<file path="config.mk">
export PLATFORM = sky130hd
export DESIGN_NAME = idex_issue_flat
export DESIGN_NICKNAME = d
export VERILOG_FILES = /design/src/rtl/idex_issue_pkg.sv /design/src/rtl/idex_issue_if.sv /design/src/rtl/idex_issue_sat_counter.sv /design/src/rtl/idex_issue.sv /design/src/flat_wrapper.sv
export SDC_FILE = /design/constraint.sdc
export NUM_CORES = 1
export LEC_CHECK = 0
export BUFFER_PORTS_ARGS = -buffer_cell sky130_fd_sc_hd__buf_2
export CAP_MARGIN = 20
export CORE_MARGIN = 2
export CORE_UTILIZATION = 50
export CTS_CLUSTER_SIZE = 30
export DETAILED_ROUTE_END_ITERATION = 6
export HOLD_SLACK_MARGIN = 0.12
export PLACE_DENSITY = 0.84
export SETUP_SLACK_MARGIN = 0.2
export SYNTH_ARGS = -nofsm -noshare
export SYNTH_HDL_FRONTEND = slang
export SYNTH_HIERARCHICAL = 1
export SYNTH_SLANG_ARGS = --single-unit
</file>
<file path="constraint.sdc">
create_clock -name clk -period 5.4 [get_ports clk]
set_input_delay 0.27 -clock clk [delete_from_list [all_inputs] [get_ports clk]]
set_output_delay 0.27 -clock clk [all_outputs]
set_load 0.02 [all_outputs]
</file>
<file path="src/rtl/idex_issue_pkg.sv">
// idex_issue_pkg: shared widths, opcodes, stage FSM encoding and bubble constant for the diad pipe.
package idex_issue_pkg;
  localparam int SIZE_OPC = 6;
  localparam int SIZE_SRC_GP = 5;
  localparam int SIZE_TGT_GP = 5;
  localparam logic [SIZE_OPC-1:0] OPC_NOP = 6'h3f;
  typedef enum logic {RUN, DRAIN} state_t;
  typedef struct packed {
    logic valid;
    logic [SIZE_OPC-1:0] opc;
    logic has_src_gp;
    logic [SIZE_SRC_GP-1:0] src_gp;
    logic has_tgt_gp;
    logic [SIZE_TGT_GP-1:0] tgt_gp;
    logic tgt_gp_we;
  } ctl_t;
  // Zeroed flags keep the hazard unit's load tracking clean across bubbles.
  localparam ctl_t CTL_BUBBLE = '{opc: OPC_NOP, default: '0};
endpackage

</file>
<file path="src/rtl/idex_issue_if.sv">
// idex_issue_if: decode-side inputs, hazard controls and ID/EX outputs of the issue register.
interface idex_issue_if
  import idex_issue_pkg::*;
#(
  parameter int PC_W = 24,
  parameter int IMM_W = 24,
  parameter int CNT_W = 16
);
  logic id_valid;
  logic [PC_W-1:0] id_pc;
  logic [SIZE_OPC-1:0] id_opc;
  logic id_has_src_gp, id_has_tgt_gp, id_tgt_gp_we;
  logic [SIZE_SRC_GP-1:0] id_src_gp;
  logic [SIZE_TGT_GP-1:0] id_tgt_gp;
  logic [IMM_W-1:0] id_imm;
  logic stall, flush, if_hold;
  logic ex_valid;
  logic [PC_W-1:0] ex_pc;
  logic [SIZE_OPC-1:0] ex_opc;
  logic ex_has_src_gp, ex_has_tgt_gp, ex_tgt_gp_we;
  logic [SIZE_SRC_GP-1:0] ex_src_gp;
  logic [SIZE_TGT_GP-1:0] ex_tgt_gp;
  logic [IMM_W-1:0] ex_imm;
  logic [CNT_W-1:0] stall_cnt, flush_cnt;
  logic stall_err;
  modport master (
    output id_valid, id_pc, id_opc, id_has_src_gp, id_has_tgt_gp, id_tgt_gp_we,
           id_src_gp, id_tgt_gp, id_imm, stall, flush,
    input  if_hold, ex_valid, ex_pc, ex_opc, ex_has_src_gp, ex_src_gp, ex_has_tgt_gp,
           ex_tgt_gp, ex_tgt_gp_we, ex_imm, stall_cnt, flush_cnt, stall_err
  );
  modport slave (
    input  id_valid, id_pc, id_opc, id_has_src_gp, id_has_tgt_gp, id_tgt_gp_we,
           id_src_gp, id_tgt_gp, id_imm, stall, flush,
    output if_hold, ex_valid, ex_pc, ex_opc, ex_has_src_gp, ex_src_gp, ex_has_tgt_gp,
           ex_tgt_gp, ex_tgt_gp_we, ex_imm, stall_cnt, flush_cnt, stall_err
  );
endinterface

</file>
<file path="src/rtl/idex_issue_sat_counter.sv">
// idex_issue_sat_counter: up-counter that sticks at all-ones, with synchronous clear.
module idex_issue_sat_counter #(
  parameter int W = 16
) (
  input  logic clk,
  input  logic rst,
  input  logic inc,
  input  logic clr,
  output logic [W-1:0] value
);
  always_ff @(posedge clk)
    value <= (rst || clr) ? '0 : (inc && !(&value)) ? value + W'(1) : value;
endmodule

</file>
<file path="src/rtl/idex_issue.sv">
// idex_issue: ID/EX issue register with stall bubbles, post-redirect drain and bring-up counters.
module idex_issue
  import idex_issue_pkg::*;
#(
  parameter int PC_W = 24,
  parameter int IMM_W = 24,
  parameter int FLUSH_SLOTS = 2,
  parameter int STALL_MAX = 2,
  parameter int CNT_W = 16
) (
  input logic clk,
  input logic rst,
  idex_issue_if.slave bus
);
  localparam int RUN_W = $clog2(STALL_MAX + 2);
  state_t state;
  logic [2:0] drain;
  logic hold, issue, stall_err;
  logic [RUN_W-1:0] run;
  ctl_t id_ctl, ex_ctl;
  logic [PC_W-1:0] ex_pc;
  logic [IMM_W-1:0] ex_imm;
  assign hold = state == RUN && !bus.flush && bus.stall && bus.id_valid;
  assign issue = state == RUN && !bus.flush && !hold;
  assign id_ctl = '{valid: bus.id_valid, opc: bus.id_opc, has_src_gp: bus.id_has_src_gp,
                    src_gp: bus.id_src_gp, has_tgt_gp: bus.id_has_tgt_gp,
                    tgt_gp: bus.id_tgt_gp, tgt_gp_we: bus.id_tgt_gp_we};
  always_ff @(posedge clk)
    if (rst) begin
      state <= RUN;
      drain <= '0;
      ex_ctl <= CTL_BUBBLE;
      ex_pc <= '0;
      ex_imm <= '0;
      stall_err <= 1'b0;
    end else begin
      if (bus.flush) begin
        state <= DRAIN;
        drain <= 3'(FLUSH_SLOTS);
      end else if (state == DRAIN) begin
        drain <= drain - 3'd1;
        if (drain == 3'd1) state <= RUN;
      end
      ex_ctl <= issue ? id_ctl : CTL_BUBBLE;
      ex_pc <= issue ? bus.id_pc : '0;
      ex_imm <= issue ? bus.id_imm : '0;
      // This hold cycle is number STALL_MAX+1 of the current run.
      if (hold && run == RUN_W'(STALL_MAX)) stall_err <= 1'b1;
    end
  assign bus.if_hold = hold;
  assign bus.ex_valid = ex_ctl.valid;
  assign bus.ex_pc = ex_pc;
  assign bus.ex_opc = ex_ctl.opc;
  assign bus.ex_has_src_gp = ex_ctl.has_src_gp;
  assign bus.ex_src_gp = ex_ctl.src_gp;
  assign bus.ex_has_tgt_gp = ex_ctl.has_tgt_gp;
  assign bus.ex_tgt_gp = ex_ctl.tgt_gp;
  assign bus.ex_tgt_gp_we = ex_ctl.tgt_gp_we;
  assign bus.ex_imm = ex_imm;
  assign bus.stall_err = stall_err;
  idex_issue_sat_counter #(.W(RUN_W)) u_run (
    .clk(clk), .rst(rst), .inc(hold), .clr(!hold), .value(run)
  );
  idex_issue_sat_counter #(.W(CNT_W)) u_stall_cnt (
    .clk(clk), .rst(rst), .inc(hold), .clr(1'b0), .value(bus.stall_cnt)
  );
  idex_issue_sat_counter #(.W(CNT_W)) u_flush_cnt (
    .clk(clk), .rst(rst), .inc(bus.flush), .clr(1'b0), .value(bus.flush_cnt)
  );
endmodule

</file>
<file path="src/flat_wrapper.sv">
// flat-port wrapper written by rule: the top's interface ports become plain ports
module idex_issue_flat import idex_issue_pkg::*;
#(
  parameter int PC_W = 24,
  parameter int IMM_W = 24,
  parameter int FLUSH_SLOTS = 2,
  parameter int STALL_MAX = 2,
  parameter int CNT_W = 16
)
  (clk, rst, bus_id_valid, bus_id_pc, bus_id_opc, bus_id_has_src_gp, bus_id_has_tgt_gp, bus_id_tgt_gp_we, bus_id_src_gp, bus_id_tgt_gp, bus_id_imm, bus_stall, bus_flush, bus_if_hold, bus_ex_valid, bus_ex_pc, bus_ex_opc, bus_ex_has_src_gp, bus_ex_src_gp, bus_ex_has_tgt_gp, bus_ex_tgt_gp, bus_ex_tgt_gp_we, bus_ex_imm, bus_stall_cnt, bus_flush_cnt, bus_stall_err);
  idex_issue_if #(.PC_W(PC_W), .IMM_W(IMM_W), .CNT_W(CNT_W)) bus_i ();
  input logic clk;
  input logic rst;
  input wire logic [$bits(bus_i.id_valid)-1:0] bus_id_valid;
  input wire logic [$bits(bus_i.id_pc)-1:0] bus_id_pc;
  input wire logic [$bits(bus_i.id_opc)-1:0] bus_id_opc;
  input wire logic [$bits(bus_i.id_has_src_gp)-1:0] bus_id_has_src_gp;
  input wire logic [$bits(bus_i.id_has_tgt_gp)-1:0] bus_id_has_tgt_gp;
  input wire logic [$bits(bus_i.id_tgt_gp_we)-1:0] bus_id_tgt_gp_we;
  input wire logic [$bits(bus_i.id_src_gp)-1:0] bus_id_src_gp;
  input wire logic [$bits(bus_i.id_tgt_gp)-1:0] bus_id_tgt_gp;
  input wire logic [$bits(bus_i.id_imm)-1:0] bus_id_imm;
  input wire logic [$bits(bus_i.stall)-1:0] bus_stall;
  input wire logic [$bits(bus_i.flush)-1:0] bus_flush;
  output wire logic [$bits(bus_i.if_hold)-1:0] bus_if_hold;
  output wire logic [$bits(bus_i.ex_valid)-1:0] bus_ex_valid;
  output wire logic [$bits(bus_i.ex_pc)-1:0] bus_ex_pc;
  output wire logic [$bits(bus_i.ex_opc)-1:0] bus_ex_opc;
  output wire logic [$bits(bus_i.ex_has_src_gp)-1:0] bus_ex_has_src_gp;
  output wire logic [$bits(bus_i.ex_src_gp)-1:0] bus_ex_src_gp;
  output wire logic [$bits(bus_i.ex_has_tgt_gp)-1:0] bus_ex_has_tgt_gp;
  output wire logic [$bits(bus_i.ex_tgt_gp)-1:0] bus_ex_tgt_gp;
  output wire logic [$bits(bus_i.ex_tgt_gp_we)-1:0] bus_ex_tgt_gp_we;
  output wire logic [$bits(bus_i.ex_imm)-1:0] bus_ex_imm;
  output wire logic [$bits(bus_i.stall_cnt)-1:0] bus_stall_cnt;
  output wire logic [$bits(bus_i.flush_cnt)-1:0] bus_flush_cnt;
  output wire logic [$bits(bus_i.stall_err)-1:0] bus_stall_err;
  assign bus_i.id_valid = bus_id_valid;
  assign bus_i.id_pc = bus_id_pc;
  assign bus_i.id_opc = bus_id_opc;
  assign bus_i.id_has_src_gp = bus_id_has_src_gp;
  assign bus_i.id_has_tgt_gp = bus_id_has_tgt_gp;
  assign bus_i.id_tgt_gp_we = bus_id_tgt_gp_we;
  assign bus_i.id_src_gp = bus_id_src_gp;
  assign bus_i.id_tgt_gp = bus_id_tgt_gp;
  assign bus_i.id_imm = bus_id_imm;
  assign bus_i.stall = bus_stall;
  assign bus_i.flush = bus_flush;
  assign bus_if_hold = bus_i.if_hold;
  assign bus_ex_valid = bus_i.ex_valid;
  assign bus_ex_pc = bus_i.ex_pc;
  assign bus_ex_opc = bus_i.ex_opc;
  assign bus_ex_has_src_gp = bus_i.ex_has_src_gp;
  assign bus_ex_src_gp = bus_i.ex_src_gp;
  assign bus_ex_has_tgt_gp = bus_i.ex_has_tgt_gp;
  assign bus_ex_tgt_gp = bus_i.ex_tgt_gp;
  assign bus_ex_tgt_gp_we = bus_i.ex_tgt_gp_we;
  assign bus_ex_imm = bus_i.ex_imm;
  assign bus_stall_cnt = bus_i.stall_cnt;
  assign bus_flush_cnt = bus_i.flush_cnt;
  assign bus_stall_err = bus_i.stall_err;
  idex_issue #(.PC_W(PC_W), .IMM_W(IMM_W), .FLUSH_SLOTS(FLUSH_SLOTS), .STALL_MAX(STALL_MAX), .CNT_W(CNT_W)) u_core (.clk(clk), .rst(rst), .bus(bus_i));
endmodule
</file>
* Yosys cells after proc, flatten, opt, wreduce, memory -nomap -nowiden
Cells that the tools add are included.
** Word-level totals
- Register bits :: 107
- Input port bits :: 72
- Output and inout bits :: 102
- Word-level logic and storage cells :: 49
** Operators by class
- Add/sub/neg operators :: 4
- Equality and inequality tests :: 2
- Multiplexer cells :: 5
- Bitwise gates (word level) :: 2
- Reductions and logical operators :: 20
** Operators with widths (count)
- $add A16 B1 Y16 const B :: 2
- $reduce_and A16 Y1 :: 2
- $logic_and A1 B1 Y1 :: 8
- $logic_not A1 Y1 :: 5
- $mux W2 :: 2
- $reduce_or A2 Y1 :: 2
- $eq A3 B1 Y1 const B :: 1
- $mux W1 :: 3
- $sub A3 B1 Y3 const B :: 1
- $add A2 B1 Y2 const B :: 1
- $eq A2 B2 Y1 const B :: 1
- $not A1 Y1 :: 2
- $reduce_and A2 Y1 :: 1
- $reduce_bool A2 Y1 :: 1
- $logic_or A1 B1 Y1 :: 1

* Depth between registers and ports, before layout
Gate-level depths: netlist of run 1.
- Depth in word-level cells :: 8
- Mapped depth :: 7
- Mapped depth without buffers :: 7

* Hierarchy
Netlist of run 1, hierarchy kept.
** Modules (own cells, without submodules)
- idex_issue :: times used 1, cells an instance 172, area an instance 2088.3 um^2, seq. area each 1461.4 um^2
- idex_issue_sat_counter at u_core.u_flush_cnt ... :: times used 2, cells an instance 92, area an instance 814.5 um^2, seq. area each 320.3 um^2
- idex_issue_sat_counter at u_core.u_run :: times used 1, cells an instance 8, area an instance 105.1 um^2, seq. area each 40.0 um^2

* Worst setup path before layout of run 1
No wires, ideal clock.
- Path type :: reg-to-reg
- Start :: register u_core.state
- End :: register u_core.u_stall_cnt.value[15]
- Library setup time :: 0.071 ns
- Arrival time :: 1.920 ns
- Required time :: 5.329 ns
- Slack :: 3.409 ns
- Stages on the path, launching flop included :: 8
- Buffers on the path :: 0
- Clock period less this slack :: 1.991 ns
- Cells stage by stage :: dfxtp_1 -> nor2_1 -> nand3_1 -> inv_1 -> and3_1 -> nand4_2 -> or4_1 -> a21oi_1
** Between the ends
- Longest elaborated chain between the ends :: 5
** Ends and longest elaborated chain
- start: declaration :: line idex_issue.sv:16 : state_t state;
- start signal: assignment :: line idex_issue.sv:30 : state <= RUN;
- start signal: assignment :: line idex_issue.sv:38 : state <= DRAIN;
- start signal: assignment :: line idex_issue.sv:42 : if (drain == 3'd1) state <= RUN;
- $not A1 Y1 :: line idex_issue.sv:23 : assign hold = state == RUN && !bus.flush && bus.stall && bus.id_valid;
- $logic_and A1 B1 Y1 (3 in a row) :: line idex_issue.sv:23
- named net bus_if_hold :: line flat_wrapper.sv:25 : output wire logic [$bits(bus_i.if_hold)-1:0] bus_if_hold;
- $logic_and A1 B1 Y1 :: line idex_issue_sat_counter.sv:12 : value <= (rst || clr) ? '0 : (inc && !(&value)) ? value + W'(1) : value;
- end signal: assignment :: line idex_issue_sat_counter.sv:12
- end: declaration :: line idex_issue_sat_counter.sv:9 : output logic [W-1:0] value
The timed path passes the listed nets, and every way through them passes these cells.
A chain may end at the register's enable or synchronous reset.

* Final worst setup path of run 1
- Start :: register u_core.state
- End :: register u_core.u_stall_cnt.value[15]
** Between the ends
- Longest elaborated chain between the ends :: 5
** Ends and longest elaborated chain (line)
- $not A1 Y1 :: idex_issue.sv:23
- $logic_and A1 B1 Y1 (3 in a row) :: idex_issue.sv:23
- $logic_and A1 B1 Y1 :: idex_issue_sat_counter.sv:12
Every way passes these cells.

==> results of run 1 <==
## where the power goes
| group | total [mW] | internal (mW) | switching [mW] |
|---|---|---|---|
| combinational | 0.146 | 0.0744 | 0.0713 |
| clock | 0.471 | 0.179 | 0.291 |
| sequential | 0.815 | 0.807 | 0.00823 |
## registers in the layout, indices dropped and copies added, names as in the netlist, 2 cells and up
| name | count |
|---|---|
| u_core/bus.ex_imm | 24 |
| u_core/bus.ex_opc | 6 |
| u_core/bus.ex_pc | 24 |
| u_core/bus.ex_src_gp | 5 |
| u_core/bus.ex_tgt_gp | 5 |
| u_core/drain | 3 |
| u_core/u_flush_cnt/value | 16 |
| u_core/u_run/value | 2 |
| u_core/u_stall_cnt/value | 16 |
## routing by layer
layer	routed length, um	vias to the layer above
li1	-	1792
met1	4580	1823
met2	6200	155
met3	895	32
met4	419	0
met5	0	-
## critical path, stage by stage (launching register included)
cell	delay (ns)
dfxtp_1	0.42
nor2_1	0.14
nand3_1	0.15
inv_1	0.23
and3_1	0.26
nand4_2	0.21
or4_1	0.51
a21oi_1	0.15
## final cells by class
class | instances | area (um2)
multi-input cells | 243 | 1610
repair buffers | 238 | 1510
well taps | 99 | 124
diodes | 1 | 2.50
clock inverters | 6 | 57.6
clock buffers | 10 | 128
inverters | 10 | 37.5
fillers | 474 | 1720
flip-flops and latches | 107 | 2140
## path summary, 6_finish.rpt
path / start / end / slack [ns] / depth (start not counted)
worst max-delay path: u_core/state$_SDFF_PP0_ / u_core/u_stall_cnt/value[15]$_SDFFE_PP0P_ / 3.25 / 7
worst min-delay path: bus_id_tgt_gp[0] / u_core/bus.ex_tgt_gp[0]$_SDFF_PP0_ / 0.13 / 2
worst max register to register: u_core/state$_SDFF_PP0_ / u_core/u_stall_cnt/value[15]$_SDFFE_PP0P_ / 3.25 / 7
worst min register to register: u_core/bus.stall_err$_SDFFE_PP0P_ / u_core/bus.stall_err$_SDFFE_PP0P_ / 0.51 / 2
## synthesized netlist by cell type, types with 6 or more instances
cell type,number,area (um2)
clkbuf_1,6,22.5
and4_1,8,70.1
nand2_1,16,60.1
nand3_1,13,65.1
dfxtp_1,107,2140
nor3_1,6,30.0
o21ai_0,12,60.1
o311ai_0,8,70.1
o31ai_1,8,60.1
nand4_1,10,62.6
o41ai_1,8,70.1
a21oi_1,16,80.1
nor2_1,10,37.5
nand2b_1,6,37.5
and2_1,66,413
inv_1,10,37.5
or4_1,8,60.1
## logic make-up after synthesis
logic type,after synthesis,share of synthesized area
buf+inv,19,0.0245
compound gates,64,0.121
other cells,1,0.000981
simple gates,162,0.262
flops,107,0.560
fa+ha+maj,5,0.0164
mux,1,0.00262
xor+xnor,5,0.0115
## stage by stage
stage | setup slack (ns) | total power, mW | util
finish | 3.25 | 1.43 | 0.765
global route | 3.07 | 1.48 | 0.765
CTS | 3.30 | 1.42 | 0.760
detailed placement | 3.28 | 0.932 | 0.652
global placement | 3.35 | 0.929 | 0.652
floorplan | 3.41 | 0.884 | -
==> reports/metrics.cfg, run 1 <==
[run_status]
outcome = finished, final reports clean

[floorplan]
dieArea_um2 = 8360
die_w_um = 91.4
start_util = 0.521
core_um2 = 7330
ioPinCount = 174
die_h_um = 91.4
rows = 31

[global_route]
grt_pass1_wl_mm = 18.4
antenna_found_initial = 1
grt_util_met2 = 0.501
grt_util_met1 = 0.294
grtUsageTotal = 0.279
use_met3 = 0.0971
grt_max_degree = 69
top_usage_layer = met2
overflow = 0
grt_pass1_vias = 3803

[sta]
drv_slew = 0
finalSetupViolCount = 0
totalNegativeSetupSlack_ns = 0
period_minus_slack_ns = 2.15
finalClockSkew_ns = 0.0186
worst_slew_pin_slew_ns = 0.628
slew_headroom = 0.580
hold_viol_final = 0
post-route-period-util = 0.398
rsz0062_at_grt = false
hold_ws_ns = 0.129
fmax_ghz = 0.466

[drt]
vias = 3802
wl_per_cell_um = 16.9
drc = 0
drtIter0Drc = 182
ant_nets = 0
vias_per_cell = 5.32
dr.pass1.iters = 4
routed_wl_mm = 12.1

[place]
place_area_um2 = 4780
gp_congestion = 0.876
dp.cells = 633
dpl.hpwl_mm = 6.79
io_buffers = 173

[logic_synthesis]
synth_ff_type = dfxtp_1
synth_seq_cells = 107
synth_edf_count = 0
synth.avg_cell_area_um2 = 10.5
yosys_warnings = 6
ys_types = 35
postSynthCellCount = 364
ys_seq_area_frac = 0.560
async_reset_ff_frac = 0
synth_area_um2 = 3820

[worst_setup_path]
cp.arrival_ns = 2.43
endpoint_kind = flip-flop
worst-path-max-fanout = 8
worst_setup_path_start_kind = flip-flop
cp_data_required_time_ns = 5.68
path_class = flip-flop to flip-flop

[layout]
final_cell_mix = 173 x buf_2, 107 x dfxtp_1, 66 x and2_1
layout_commonest_cell = buf_2
nets = 686
area_growth_pct = 46.8
drive_gt1_frac = 0.334
final_cell_area_um2 = 5610
final_cell_count_no_fill = 714

[clock_tree]
cts_tree = done
clockBufferDepth = 2
postCtsSetupRepairBufs = 0
h-tree-depth = 3
clk_latency_ns = 0.36
numCtsBuffers = 9
cts-root-buf = clkbuf_8
clk_pin_slew_ns = 0.10
clock_sinks = 107
cts_resized = 0
hold_buffers = 60

[worst_hold_path]
hold_path.class = input pin to flip-flop

[pwr]
ir_worst_vdd_mv = 0.244
p_leak_nw = 2.55
power.density_nw_per_um2 = 255

[job]
max_cap_violations = 0

Note: power is estimated with default switching activity, not from simulation.
==> inputs of run 2 (changes only) <==
--- a/config.mk
+++ b/config.mk
@@ -8,11 +8,11 @@
 export BUFFER_PORTS_ARGS = -buffer_cell sky130_fd_sc_hd__buf_2
 export CAP_MARGIN = 20
 export CORE_MARGIN = 2
-export CORE_UTILIZATION = 50
+export CORE_UTILIZATION = 46
 export CTS_CLUSTER_SIZE = 30
 export DETAILED_ROUTE_END_ITERATION = 6
 export HOLD_SLACK_MARGIN = 0.12
-export PLACE_DENSITY = 0.84
+export PLACE_DENSITY = 0.79
 export SETUP_SLACK_MARGIN = 0.2
 export SYNTH_ARGS = -nofsm -noshare
 export SYNTH_HDL_FRONTEND = slang
==> constraint.sdc (replaced) <==
create_clock -name clk -period 2.2 [get_ports clk]
set_input_delay 0.11 -clock clk [delete_from_list [all_inputs] [get_ports clk]]
set_output_delay 0.11 -clock clk [all_outputs]
set_load 0.02 [all_outputs]
==> run 2 against run 1 <==
Compared with the run above:
- hold slack better by 0.34 ns
- sequential cell count stayed put
- wire length is 11% lower
- non-clock buffer count is 11 higher
- largest cell class unchanged
==> reports/metrics.cfg, run 2 (same netlist as run 1, synthesis figures left out) <==
[run_status]
outcome = finished, final reports clean

[sta]
period_minus_slack_ns = 1.87
hold_viol_final = 0
finalSetupViolCount = 0
worst_slew_pin_slew_ns = 0.631
rsz0062_at_grt = true
drv_slew = 0
post-route-period-util = 0.850
slew_headroom = 0.578
finalClockSkew_ns = 0.0121
fmax_ghz = 0.535
totalNegativeSetupSlack_ns = 0
layout_setup_ws_ns = 0.330

[clock_tree]
clock_sinks = 107
numCtsBuffers = 9
clockBufferDepth = 2
clk_latency_ns = 0.36
cts_tree = done
h-tree-depth = 3
clk_pin_slew_ns = 0.10
cts-root-buf = clkbuf_8

[worst_setup_path]
path_class = flip-flop to flip-flop
cp_data_required_time_ns = 2.47
reg2reg_slack_ns = 0.33
cp.arrival_ns = 2.14
r2r_end = u_core/u_stall_cnt/value[5]$_SDFFE_PP0P_
worst_setup_path_start_kind = flip-flop
endpoint_kind = flip-flop
cp-endpoint = u_core/u_stall_cnt/value[5]$_SDFFE_PP0P_
r2r_cells = 4
timing.rr.start = u_core/u_stall_cnt/value[9]$_SDFFE_PP0P_
crit_path_start = u_core/u_stall_cnt/value[9]$_SDFFE_PP0P_
worst-path-max-fanout = 7

[drt]
drtIter0Drc = 123
vias = 3709
ant_nets = 0
wl_per_cell_um = 14.7
drc = 0
dr.pass1.iters = 5
routed_wl_mm = 10.7
vias_per_cell = 5.09

[floorplan]
core_um2 = 8130
ioPinCount = 174
rows = 33
dieArea_um2 = 9050
start_util = 0.470
die_w_um = 95.2
die_h_um = 95.2

[layout]
fill_cells = 595
area_growth_pct = 50.0
drive_gt1_frac = 0.340
top_regs = u_core/bus.ex_imm x24, u_core/bus.ex_pc x24
diodes = 0
final_core_util = 0.705
final_cell_mix = 173 x buf_2, 106 x dfxtp_1, 72 x dlygate4sd3_1
layout_commonest_cell = buf_2
nets = 697

[global_route]
grt_util_met2 = 0.407
overflow = 0
grtUsageTotal = 0.234
grt_max_degree = 69
grt_pass1_vias = 3637
antenna_found_initial = 0
grt_pass1_wl_mm = 16.7
grt_util_met1 = 0.273
top_usage_layer = met2
use_met3 = 0.0743

[place]
dpl.hpwl_mm = 6.69
pre_cts_slack_ns = 0.245
io_buffers = 173
gp_congestion = 0.864

[job]
max_cap_violations = 0

[pwr]
ir_worst_vdd_mv = 0.513
p_leak_nw = 2.59
power.density_nw_per_um2 = 610

[worst_hold_path]
hold_path.class = input pin to flip-flop

[run 2: critical path: stages (launching register included)]
cell and delay, ns:
dfxtp_1 0.46, nand4_1 0.35, nor4_2 0.63, o311ai_0 0.24, o41ai_1 0.11
[run 2: metal layers]
metal,up-vias,part of all wire
met3,19,0.078
met4,0,0.016
met5,-,0
met1,1736,0.39
li1,1807,-
met2,147,0.51
[run 2: repair_timing]
item                       CTS  global route
hold endpoints to repair    74             0
setup buffers                0             1
resized for setup            0             7
setup endpoints to repair    0            10
hold buffers                72             0
[run 2: worst min-delay path by stage]
stage | start | endpoint | slack (ns) | cells after the start
after floorplan | rst | u_core/drain[1]$_SDFFE_PP0P_ | 0.18 | 1
after global placement | bus_id_opc[0] | u_core/bus.ex_opc[0]$_SDFF_PP1_ | 0.29 | 2
after detailed placement | bus_id_opc[2] | u_core/bus.ex_opc[2]$_SDFF_PP1_ | 0.30 | 2
after CTS | bus_id_opc[2] | u_core/bus.ex_opc[2]$_SDFF_PP1_ | 0.44 | 3
after global routing | bus_id_opc[0] | u_core/bus.ex_opc[0]$_SDFF_PP1_ | 0.46 | 3
final | bus_id_opc[2] | u_core/bus.ex_opc[2]$_SDFF_PP1_ | 0.47 | 3
[run 2: layout make-up]
cell class | count | area, um2 | share of cell area
sequential | 107 | 2140 | 0.374
clock buffer | 10 | 138 | 0.0240
inverter | 10 | 37.5 | 0.00654
clock inverter | 5 | 46.3 | 0.00807
tap | 105 | 131 | 0.0229
timing repair buffer | 249 | 1620 | 0.282
multi-input combinational | 243 | 1620 | 0.283
[run 2: metrics by stage]
step / instance area (um2) / total power [mW] / hold WS, ns / cells
after floorplan: 3840 / 2.17 / 0.179 / 369
after global placement: 4800 / 2.28 / 0.290 / 641
after detailed placement: 4800 / 2.29 / 0.298 / 641
after CTS: 5710 / 3.51 / 0.439 / 728
after global routing: 5740 / 3.64 / 0.465 / 729
final: 5740 / 3.50 / 0.472 / 729
[run 2: power by group]
| group | leakage (nW) | switching (mW) | total, mW | internal, mW |
|---|---|---|---|---|
| Sequential | 0.869 | 0.0175 | 2.00 | 1.98 |
| Combinational | 1.63 | 0.162 | 0.355 | 0.193 |
| Clock | 0.0884 | 0.689 | 1.14 | 0.455 |
| Total | 2.59 | 0.869 | 3.50 | 2.63 |
==> inputs of run 3 (changes only) <==
==> constraint.sdc (replaced) <==
create_clock -name clk -period 1.9 [get_ports clk]
set_input_delay 0.095 -clock clk [delete_from_list [all_inputs] [get_ports clk]]
set_output_delay 0.095 -clock clk [all_outputs]
set_load 0.02 [all_outputs]
==> run 3 against run 2 <==
Compared with the run above:
- total power is 19% higher
- cell count rose by 3.3%
- combinational power rose by 21%
- hold slack worse by 0.32 ns
- sequential power grew 15%
- fmax grew 7.1%
- count of clock-buffer cells in the layout is 1 lower
- first-iteration DRC count rose by 46%
- critical path type unchanged
- largest cell class unchanged
==> reports/metrics.cfg, run 3 (same netlist as run 1, synthesis figures left out) <==
[clock_tree]
cts_tree = done
numCtsBuffers = 9
cts-root-buf = clkbuf_8
clk_pin_slew_ns = 0.10
h-tree-depth = 3
clockBufferDepth = 2
clk_latency_ns = 0.36
clock_sinks = 107

[worst_setup_path]
crit_path_start = u_core/state$_SDFF_PP0_
cp_data_required_time_ns = 2.13
timing.rr.start = u_core/state$_SDFF_PP0_
r2r_end = u_core/u_stall_cnt/value[10]$_SDFFE_PP0P_
r2r_cells = 8
worst-path-max-fanout = 6
cp-endpoint = u_core/u_stall_cnt/value[10]$_SDFFE_PP0P_
cp.arrival_ns = 1.98
reg2reg_slack_ns = 0.15
path_class = flip-flop to flip-flop
worst_setup_path_start_kind = flip-flop
endpoint_kind = flip-flop

[global_route]
antenna_found_initial = 0
grt_util_met1 = 0.252
grt_pass1_vias = 3665
grt_max_degree = 39
grt_pass1_wl_mm = 16.5
grt_util_met2 = 0.417
use_met3 = 0.0672
top_usage_layer = met2
grtUsageTotal = 0.235
overflow = 0

[pwr]
switching_share = 0.244
p_leak_nw = 2.78
power.density_nw_per_um2 = 687
seqPwrFrac = 0.553
finalPower_mw = 4.18
pwr-share-clk = 0.344
switchingPower_mw = 1.02
ir_worst_vdd_mv = 0.512
comb_power_share = 0.103
p_int_mw = 3.16

[sta]
worst_slew_pin_slew_ns = 0.793
rsz0062_at_grt = true
slew_headroom = 0.469
fmax_ghz = 0.573
hold_viol_final = 0
finalSetupViolCount = 0
post-route-period-util = 0.919
period_minus_slack_ns = 1.75
hold_ws_ns = 0.157
finalClockSkew_ns = 0.0111
drv_slew = 0

[layout]
nets = 720
final_cell_count_no_fill = 753
diodes = 0
drive_gt1_frac = 0.400
layout_commonest_cell = buf_2
area_growth_pct = 59.0
top_regs = u_core/bus.ex_imm x24, u_core/bus.ex_pc x24
final_cell_mix = 173 x buf_2, 96 x dfxtp_1, 71 x dlygate4sd3_1

[floorplan]
core_um2 = 8130
rows = 33
die_h_um = 95.2
ioPinCount = 174
dieArea_um2 = 9050
start_util = 0.470
die_w_um = 95.2

[worst_hold_path]
hold_path.class = input pin to flip-flop
hold_start = bus_flush

[drt]
vias_per_cell = 5.08
ant_nets = 0
drc = 0
routed_wl_mm = 11.3
drtIter0Drc = 179
dr.pass1.iters = 4
wl_per_cell_um = 15.1
vias = 3825

[place]
dpl.hpwl_mm = 6.67
io_buffers = 173
gp_congestion = 0.803
dp.cells = 646

[run_status]
outcome = finished, final reports clean

[job]
max_cap_violations = 0

run 3: power by group through the flow:
stage | clock (mW) | sequential (mW) | combinational (mW)
floorplan | 0 | 2.43 | 0.0898
global placement | 0 | 2.36 | 0.284
detailed placement | 0 | 2.36 | 0.291
CTS | 1.47 | 2.31 | 0.414
global route | 1.56 | 2.32 | 0.461
finish | 1.44 | 2.31 | 0.429
run 3: what timing repair did:
action / 4_1_cts / 5_1_grt
resized for setup: 7 / 25
pin swaps: 6 / 8
hold buffers: 71 / 0
endpoints found under the hold margin: 74 / 0
endpoints found under the setup margin: 16 / 28
cloned: 0 / 1
setup buffers: 10 / 9
run 3: stage by stage:
step / utilization / setup TNS (ns) / worst slack [ns] / instance area [um2]
floorplan: - / 0 / 0.189 / 3870
global placement: 0.599 / 0 / 0.146 / 4870
detailed placement: 0.599 / -0.0330 / -0.0330 / 4870
CTS: 0.724 / 0 / 0.180 / 5890
global route: 0.747 / 0 / 0.0936 / 6080
finish: 0.747 / 0 / 0.154 / 6080
run 3: how the worst min path moves through the flow:
stage,cells after the start,slack [ns],end
final,3,0.16,u_core/drain[0]$_SDFFE_PP0P_
after global routing,3,0.16,u_core/drain[0]$_SDFFE_PP0P_
after floorplan,1,0.16,u_core/state$_SDFF_PP0_
after global placement,2,0.28,u_core/bus.ex_opc[0]$_SDFF_PP1_
after detailed placement,2,0.28,u_core/bus.ex_opc[1]$_SDFF_PP1_
after CTS,3,0.14,u_core/drain[0]$_SDFFE_PP0P_
run 3: worst max-delay path, stage by stage, from the launching register on:
cell and delay, ns:
dfxtp_4 0.36, nor2_4 0.10, nand3_4 0.08, inv_4 0.07
and4_4 0.22, nand4_1 0.18, buf_6 0.20, o311ai_4 0.29
o41ai_2 0.12
run 3: layout make-up:
| type | instances | area, um2 |
|---|---|---|
| clock buffer | 9 | 124 |
| clock inverter | 7 | 82.6 |
| fill | 528 | 2060 |
| inverter | 10 | 40.0 |
| multi-input combinational | 244 | 1760 |
| sequential | 107 | 2160 |
| tap | 105 | 131 |
| timing repair buffer | 271 | 1780 |
run 3: metal layers:
metal  part of all wire  vias to the layer above  wire, um
li1                   -                     1854         -
met1               0.37                     1781      4250
met2               0.52                      158      5940
met3              0.071                       32       804
met4              0.031                        0       352
met5                  0                        -         0
